<file path="src/rtl/fp_arbiter.sv">
// Two-requester round-robin front end for one shared fp_unit.
// Optional WAIT-state abort is built only when FP_ARBITER_TIMEOUT_EN is defined.
module fp_arbiter #(
  parameter int unsigned TIMEOUT = 256
) (
  input  logic              clock,
  input  logic              reset,
  input  logic [1:0]        req_valid,
  output logic [1:0]        req_ready,
  input  logic [1:0][95:0]  req_data,
  input  logic [1:0][16:0]  req_ctrl,
  output logic [1:0]        rsp_valid,
  output logic [31:0]       rsp_result,
  output logic [4:0]        rsp_flags,
  output logic              rsp_timeout,
  output logic              fpu_enable,
  output logic [95:0]       fpu_data,
  output logic [16:0]       fpu_ctrl,
  input  logic [31:0]       fpu_result,
  input  logic [4:0]        fpu_flags,
  input  logic              fpu_ready,
  output logic [1:0]        state_dbg
);

  // Handshake: a request transfers on a rising edge where req_valid[i] & req_ready[i];
  // ready is offered only in IDLE, only to the granted requester. Responses are
  // single-cycle pulses on rsp_valid with no backpressure.

  typedef enum logic [1:0] {
    IDLE  = 2'd0,
    ISSUE = 2'd1,
    WAIT  = 2'd2,
    RESP  = 2'd3
  } state_t;

  state_t state, state_nxt;
  logic   last_grant;
  logic   owner;
  logic   grant_idx;
  logic   grant_vld;
  logic   transfer;
  logic   timed_out;

  // Tie goes to the requester that was not served last.
  always_comb begin
    grant_vld = |req_valid;
    grant_idx = req_valid[1];
    if (&req_valid) grant_idx = ~last_grant;
  end

  assign transfer   = (state == IDLE) && grant_vld;
  assign req_ready  = (transfer && reset) ? (2'b01 << grant_idx) : 2'b00;
  assign rsp_valid  = (state == RESP) ? (2'b01 << owner) : 2'b00;
  assign fpu_enable = (state == ISSUE);
  assign state_dbg  = state;

`ifdef FP_ARBITER_TIMEOUT_EN
  logic [15:0] wait_cnt;
  logic        rsp_timeout_q;

  assign timed_out   = (wait_cnt == 16'(TIMEOUT - 1));
  assign rsp_timeout = rsp_timeout_q;

  always_ff @(posedge clock) begin
    if (!reset) begin
      wait_cnt      <= '0;
      rsp_timeout_q <= 1'b0;
    end else begin
      if (state == ISSUE) wait_cnt <= '0;
      else if (state == WAIT) wait_cnt <= wait_cnt + 16'd1;
      // fpu_ready wins over a coincident timeout.
      if (state == WAIT && fpu_ready) rsp_timeout_q <= 1'b0;
      else if (state == WAIT && timed_out) rsp_timeout_q <= 1'b1;
    end
  end
`else
  assign timed_out   = 1'b0;
  assign rsp_timeout = 1'b0;
`endif

  always_comb begin
    state_nxt = state;
    case (state)
      IDLE:    if (grant_vld) state_nxt = ISSUE;
      ISSUE:   state_nxt = WAIT;
      WAIT:    if (fpu_ready || timed_out) state_nxt = RESP;
      RESP:    state_nxt = IDLE;
      default: state_nxt = IDLE;
    endcase
  end

  always_ff @(posedge clock) begin
    if (!reset) begin
      state      <= IDLE;
      last_grant <= 1'b1;
      owner      <= 1'b0;
      fpu_data   <= '0;
      fpu_ctrl   <= '0;
      rsp_result <= '0;
      rsp_flags  <= '0;
    end else begin
      state <= state_nxt;
      if (transfer) begin
        fpu_data   <= req_data[grant_idx];
        fpu_ctrl   <= req_ctrl[grant_idx];
        owner      <= grant_idx;
        last_grant <= grant_idx;
      end
      if (state == WAIT && fpu_ready) begin
        rsp_result <= fpu_result;
        rsp_flags  <= fpu_flags;
      end else if (state == WAIT && timed_out) begin
        // Abort payload: canonical quiet NaN with the invalid flag.
        rsp_result <= 32'h7FC0_0000;
        rsp_flags  <= 5'b10000;
      end
    end
  end

endmodule

</file>
<file path="config.mk">
export PLATFORM = sky130hd
export DESIGN_NAME = fp_arbiter
export DESIGN_NICKNAME = d
export VERILOG_FILES = /design/src/rtl/fp_arbiter.sv
export SDC_FILE = /design/constraint.sdc
export NUM_CORES = 1
export LEC_CHECK = 0
export CAP_MARGIN = 20
export CORE_AREA = 2 2 164 166
export CTS_BUF_LIST = sky130_fd_sc_hd__clkbuf_8 sky130_fd_sc_hd__clkbuf_16
export DETAILED_ROUTE_END_ITERATION = 8
export DIE_AREA = 0 0 166 168
export PLACE_DENSITY = 0.68
export SLEW_MARGIN = 30
export SYNTH_ARGS = -nofsm -noshare
export SYNTH_HDL_FRONTEND = slang
export SYNTH_SLANG_ARGS = --single-unit
</file>
<file path="constraint.sdc">
create_clock -name clock -period 1.76 [get_ports clock]
set_input_delay 0.352 -clock clock [delete_from_list [all_inputs] [get_ports clock]]
set_output_delay 0.352 -clock clock [all_outputs]
set_load 0.03 [all_outputs]
</file>
==> metrics.txt, run 1 <==
core box area=26400 um2; layout cells sized above 1=8.85%; critical path buffer and inverter count=2; row count=60; number of global-route vias before repair=7394; Post-Syn Area=6310 um2; startpoint types=flop; Syn Area/Cell=7.68 um2; Logic pwr share=50.9%; maximum clock rate=563 MHz; Syn-to-layout area delta=87.4%; pre-CTS WS=-0.227 ns; Fin. Hold Viols=0; minimum clock period=1.78 ns; final count of negative-setup-slack endpoints=1; pwr/cell area=1530 nW/um2; RSZ-0062 raised after global routing=true; TritonCTS Buffers=17; antenna violations before repair=0; commonest register cell after synthesis=dfxtp_1; Layout Nets=1524; Clk network pwr share=20.6%; Avg WL per Cell=16.4 um; switching power=0.00778 W; Layout Skew=0.0113 ns; commonest cells in the netlist=a21oi_1, nand2_1, dfxtp_1, o21ai_0; post-synth top area share=48.9%; dominant cell type by area after synthesis=dfxtp_1; EDFF count, synth=0; Switching Share=42.9%; worst path required time=1.41 ns; die area=27900 um2; router iterations before antenna repair=4; Synthesized Nets=1094; Final Worst Setup Slack=-0.0164 ns; initial cell density of the core=24.0%; Vias/cell=4.65; largest net degree at the start of global routing=73; via count=7475; met3 Resource Use GR=6.02%; Routed WL=26300 um; register area share after synthesis=48.9%; ys async rst share=0%; Syn Inst Count=822; Distinct cells, synth=24; violated checks=negative setup slack; Crit Path Max Fanout=5; GRT Max-Usage Layer=met2; all-layer global routing usage=18.0%; Finished Layout Cells=1607; Max Transition Viols Final=0; met2 Usage GRT=32.7%; Die W=166 um; first-pass GRT wire length=40200 um; die height=168 um; io pins=426; gr ovfl total=0; peak supply drop=769 uV; yosys warns=0; outcome=finished with violations; synthesis-stage register bit count=154; buffer depth of the longest clock path=2; clock tree sinks=154; CP delay by family, top=flip-flops; CP Data Arrival Time=1.42 ns; Final Total Pwr=0.0181 W; leakage power=5.21 nW; H-tree levels=4; CTS root buf=clkbuf_16; cts hold-fix bufs=0; Flop pwr share=28.5%; GR Util met1=19.8%; WS Path Type=reg2out; Worst Hold Slack=0.325 ns; GPL Wtd Cong=0.823; Placed Instances=1566; antenna-violating nets left=0; clock insertion delay at the later pin of the skew report=0.42 ns; DRT iter0 DRCs=362; Crit path largest cell delay=0.38 ns; fin crit share=101%; Synth area leaders=dfxtp_1, a21oi_1, nand2_1; Post-DP HPWL=19100 um; critical path, cell by cell=inv_4 > ha_4 > o21a_4 > and3_4 > buf_6; count leader, synth=a21oi_1; P_int=0.0104 W; CTS clk-pin slew, worst paths=0.07 ns; CTS tree=yes; max_cap viols=0; port buffer count=424; crit end category=output pin; Crit-path slowest cell=dfxtp_4; Hold Crit Class=in2reg; Post-route DRC=0; Core Util, Final=44.9%
power by group through the flow:
| stage | clock network (W) | registers (W) | logic (W) |
|---|---|---|---|
| 2_1_floorplan | 0 | 0.00735 | 0.00301 |
| 3_3_place_gp | 0 | 0.00524 | 0.00978 |
| 3_5_place_dp | 0 | 0.00526 | 0.00984 |
| 4_1_cts | 0.00388 | 0.00518 | 0.00923 |
| 5_1_grt | 0.00405 | 0.00531 | 0.00992 |
| 6_report | 0.00374 | 0.00517 | 0.00924 |
registers in the layout, indices dropped and copies added, names as in the netlist:
signal,count
fpu_data,96
rsp_result,32
fpu_ctrl,17
rsp_flags,5
state_dbg,2
last_grant,1
owner,1
cell families (layout without fill, tap and decap cells):
kind of cell / after synthesis / after routing / share of synthesized area [%]
buffers and inverters: 78 / 521 / 5.45
other: 1 / 2 / 0.0594
flip-flops: 154 / 154 / 48.9
AND/OR/NAND/NOR: 199 / 199 / 12.2
adder cells (fa/ha/maj): 4 / 4 / 0.793
multiplexers: 1 / 1 / 0.159
AO/OA/AOI/OAI: 385 / 385 / 32.5
routing by layer:
| metal | routed length [um] | vias up |
|---|---|---|
| li1 | - | 3666 |
| met1 | 10700 | 3472 |
| met2 | 13000 | 305 |
| met3 | 1980 | 32 |
| met4 | 575 | 0 |
| met5 | 0 | - |
timing repair:
action | 4_1_cts | 5_1_grt
buffers inserted | 2 | 6
setup endpoints to repair | 155 | 3
gates resized for setup | 164 | 0
area by class of cell:
| cell class | instances | area (um2) |
|---|---|---|
| clock buffer | 18 | 450 |
| multi-input combinational | 590 | 2930 |
| clock inverter | 14 | 136 |
| tap | 341 | 427 |
| timing repair buffer | 487 | 4780 |
| fill | 2662 | 14500 |
| antenna | 1 | 2.50 |
| inverter | 2 | 12.5 |
| sequential | 154 | 3090 |
worst register-to-register path: cells and delay by family, from the launching register on:
kind            cells  cell delay, ns
compound gates      3            0.30
fa+ha+maj           1            0.16
buf+inv             5            0.66
flops               1            0.38
cell usage in the layout (no fill, tap or decap), types with 4 or more instances in the layout:
master | synthesis | final
a21boi_0 | 37 | 37
clkbuf_16 | 0 | 18
dfxtp_1 | 154 | 152
clkdlybuf4s50_1 | 0 | 264
o21ai_0 | 114 | 114
a21oi_1 | 228 | 228
dlygate4sd2_1 | 0 | 154
buf_12 | 0 | 21
nand2_1 | 190 | 190
buf_4 | 3 | 46
inv_6 | 0 | 4
stage by stage:
step                TNS (ns)  cell area (um2)
floorplan                  0             6350
global placement      -14.01            11300
detailed placement    -19.12            11300
CTS                   -0.124            11800
global route          -0.127            11800
finish               -0.0164            11800
worst paths after layout:
| kind | startpoint | end | slack (ns) | cells after the start |
|---|---|---|---|---|
| setup / recovery | state_dbg[1] | req_ready[0] | -0.02 | 5 |
| hold / removal | reset | state_dbg[0] | 0.32 | 2 |
| setup reg to reg | state_dbg[1] | fpu_ctrl[7] | 0.19 | 9 |
| hold reg to reg | rsp_result[17] | rsp_result[17] | 0.46 | 2 |
Note: power is estimated with default switching activity, not from simulation.
==> run 2: changes to the inputs <==
--- a/config.mk
+++ b/config.mk
@@ -10,7 +10,7 @@
 export CTS_BUF_LIST = sky130_fd_sc_hd__clkbuf_8 sky130_fd_sc_hd__clkbuf_16
 export DETAILED_ROUTE_END_ITERATION = 8
 export DIE_AREA = 0 0 166 168
-export PLACE_DENSITY = 0.68
+export PLACE_DENSITY = 0.65
 export SLEW_MARGIN = 30
 export SYNTH_ARGS = -nofsm -noshare
 export SYNTH_HDL_FRONTEND = slang
==> constraint.sdc (replaced) <==
create_clock -name clock -period 2.2 [get_ports clock]
set_input_delay 0.44 -clock clock [delete_from_list [all_inputs] [get_ports clock]]
set_output_delay 0.44 -clock clock [all_outputs]
set_load 0.03 [all_outputs]
==> run 2 against run 1 <==
The run now ends clean. Via count down 1.8%. Hold slack better by 0.14 ns. Combinational power down 20%. Total power down 20%. Worst setup slack better by 0.11 ns. Clock power down 21%. Sequential share of layout area up 0.41 points. Core utilization down 0.78 points. Final cell count down 2.1%. Non-clock buffer count down 33. Clock skew about the same. Critical path type is now in2out. Largest cell class unchanged. Largest power group unchanged. Highest routed layer unchanged.
==> metrics.txt, run 2 (synthesis results as in run 1) <==
outcome=finished, final reports clean; commonest non-fill, non-tap cell in the layout=clkdlybuf4s50_1; row count=60 (unchanged); Ant. Diodes=0 (-1); via count=7343 (-1.8%); Logic pwr share=50.9% (about the same); GR Util met1=21.7% (+1.9 points); Largest regs=fpu_data (96), rsp_result (32), fpu_ctrl (17); clock insertion delay at the later pin of the skew report=0.42 ns (about the same); WS Path Type=in2out; Final Worst Setup Slack=0.0977 ns (+0.114 ns); max_cap viols=0 (unchanged); Post-route DRC=0 (unchanged); setup tns final=0 ns (+0.0164 ns); first-pass GRT wire length=39800 um (-0.89%); pwr/cell area=1240 nW/um2 (-19%); worst path required time=1.76 ns (+0.35 ns); DRT iter0 DRCs=408 (+13%); number of global-route vias before repair=7145 (-3.4%); final count of negative-setup-slack endpoints=0 (-1); core box area=26400 um2 (unchanged); Switching Share=42.3% (-0.57 points); Syn-to-layout area delta=84.2%; Hold Crit Class=reg2reg; initial cell density of the core=24.0% (unchanged); max reg flops=96 (unchanged); critical path buffer and inverter count=3 (+1); met3 Resource Use GR=6.37% (+0.35 points); H-tree levels=4 (unchanged); Crit-path slowest cell=clkdlybuf4s50_1; met2 Usage GRT=29.6% (-3.0 points); Max Transition Viols Final=0 (unchanged); peak supply drop=630 uV (-18%); TritonCTS Buffers=17 (unchanged); die height=168 um (unchanged); layout cells sized above 1=5.84% (-3.0 points); router iterations before antenna repair=5 (+1); Avg WL per Cell=16.5 um (+0.56%); Routed WL=25900 um (-1.6%); GPL Wtd Cong=0.812 (-1.3%); startpoint types=input pin; Fin. Hold Viols=0 (unchanged); clock tree sinks=154 (unchanged); FILL cells=2590 (-2.7%); Layout Nets=1491 (-2.2%); die area=27900 um2 (unchanged); antenna-violating nets left=0 (unchanged); Vias/cell=4.67 (+0.36%); switching power=0.00612 W (-21%); fin crit share=95.6%; minimum clock period=2.10 ns; Multi-input gate area=2910 um2 (-0.85%); CP delay by family, top=buffers and inverters; RSZ-0062 raised after global routing=false; Die W=166 um (unchanged); critical path, cell by cell=clkdlybuf4s50_1 > buf_4 > a21boi_4 > and3_1 > buf_4; Crit path largest cell delay=0.49 ns (+0.11 ns); CP Data Arrival Time=1.66 ns (+0.24 ns); io pins=426 (unchanged); Flop pwr share=28.8% (+0.3 points); P_int=0.00833 W (-20%); leakage power=4.46 nW (-14%); all-layer global routing usage=17.8% (-0.19 points); Worst Hold Slack=0.460 ns (+0.135 ns); CTS clk-pin slew, worst paths=0.06 ns (about the same); CTS tree=yes; gr ovfl total=0 (unchanged); maximum clock rate=476 MHz; crit end category=output pin; cts hold-fix bufs=0 (unchanged); Layout Skew=0.0111 ns (-0.000185 ns); pre-CTS WS=0.0500 ns (+0.277 ns); buffer depth of the longest clock path=2 (unchanged); register area=3080 um2 (-0.20%); port buffer count=424 (unchanged); Top reg by flops=fpu_data; largest net degree at the start of global routing=85 (+16%); Top cell by count, worst path=buf_4; Post-DP HPWL=18100 um (-5.3%); antenna violations before repair=0 (unchanged); most frequent cells in the layout=clkdlybuf4s50_1, a21oi_1, nand2_1; Clk network pwr share=20.3% (-0.3 points); Crit Path Max Fanout=4 (-1); CTS root buf=clkbuf_16; GRT Max-Usage Layer=met2
[run 2: worst paths after layout]
path / to / from / cells past startpoint / slack, ns
hold / removal: rsp_result[19] / rsp_result[19] / 2 / 0.46
setup / recovery: req_ready[1] / req_valid[0] / 5 / 0.1
setup reg to reg: fpu_data[46] / state_dbg[1] / 7 / 0.53
hold reg to reg: rsp_result[19] / rsp_result[19] / 2 / 0.46
[run 2: layout make-up]
class                           count  share of cell area [%]
Timing Repair Buffer              454                    39.8
Clock inverter                     14                    1.19
Sequential cell                   154                    26.5
Inverter                            2                  0.0646
Clock buffer                       18                    3.78
Multi-Input combinational cell    590                    25.0
Tap cell                          341                    3.67
[run 2: worst reg2reg max path: cells and delay by family, from the launching register on]
kind	cells	cell delay, ns
adders and majority gates	1	0.22
DFF	1	0.41
buffers and inverters	3	0.57
AOI/OAI and AO/OA	3	0.40
[run 2: repair_timing]
action | CTS | global route
endpoints found under the setup margin | 2 | 3
setup buffers | 0 | 0
resized for setup | 2 | 4
gates cloned | 0 | 0
[run 2: routing by layer]
layer | wire length (um) | vias to the layer above
li1 | - | 3611
met1 | 11100 | 3399
met2 | 12200 | 312
met3 | 2220 | 21
met4 | 400 | 0
met5 | 0 | -
[run 2: power by group through the flow]
stage                     Sequential [W]  Combinational (W)  Clock [W]
after detailed placement         0.00420            0.00741          0
after global placement           0.00418            0.00738          0
after floorplan                  0.00586            0.00234          0
after global routing             0.00426            0.00792    0.00314
after CTS                        0.00416            0.00744    0.00302
final                            0.00416            0.00735    0.00294
[run 2: metrics by stage]
| stage | cell area (um2) | instances | power [W] | utilization [%] |
|---|---|---|---|---|
| after floorplan | 6310 | 822 | 0.00821 | - |
| after global placement | 11000 | 1541 | 0.0116 | 41.9 |
| after detailed placement | 11000 | 1541 | 0.0116 | 41.9 |
| after CTS | 11600 | 1573 | 0.0146 | 44.1 |
| after global routing | 11600 | 1573 | 0.0153 | 44.1 |
| final | 11600 | 1573 | 0.0145 | 44.1 |
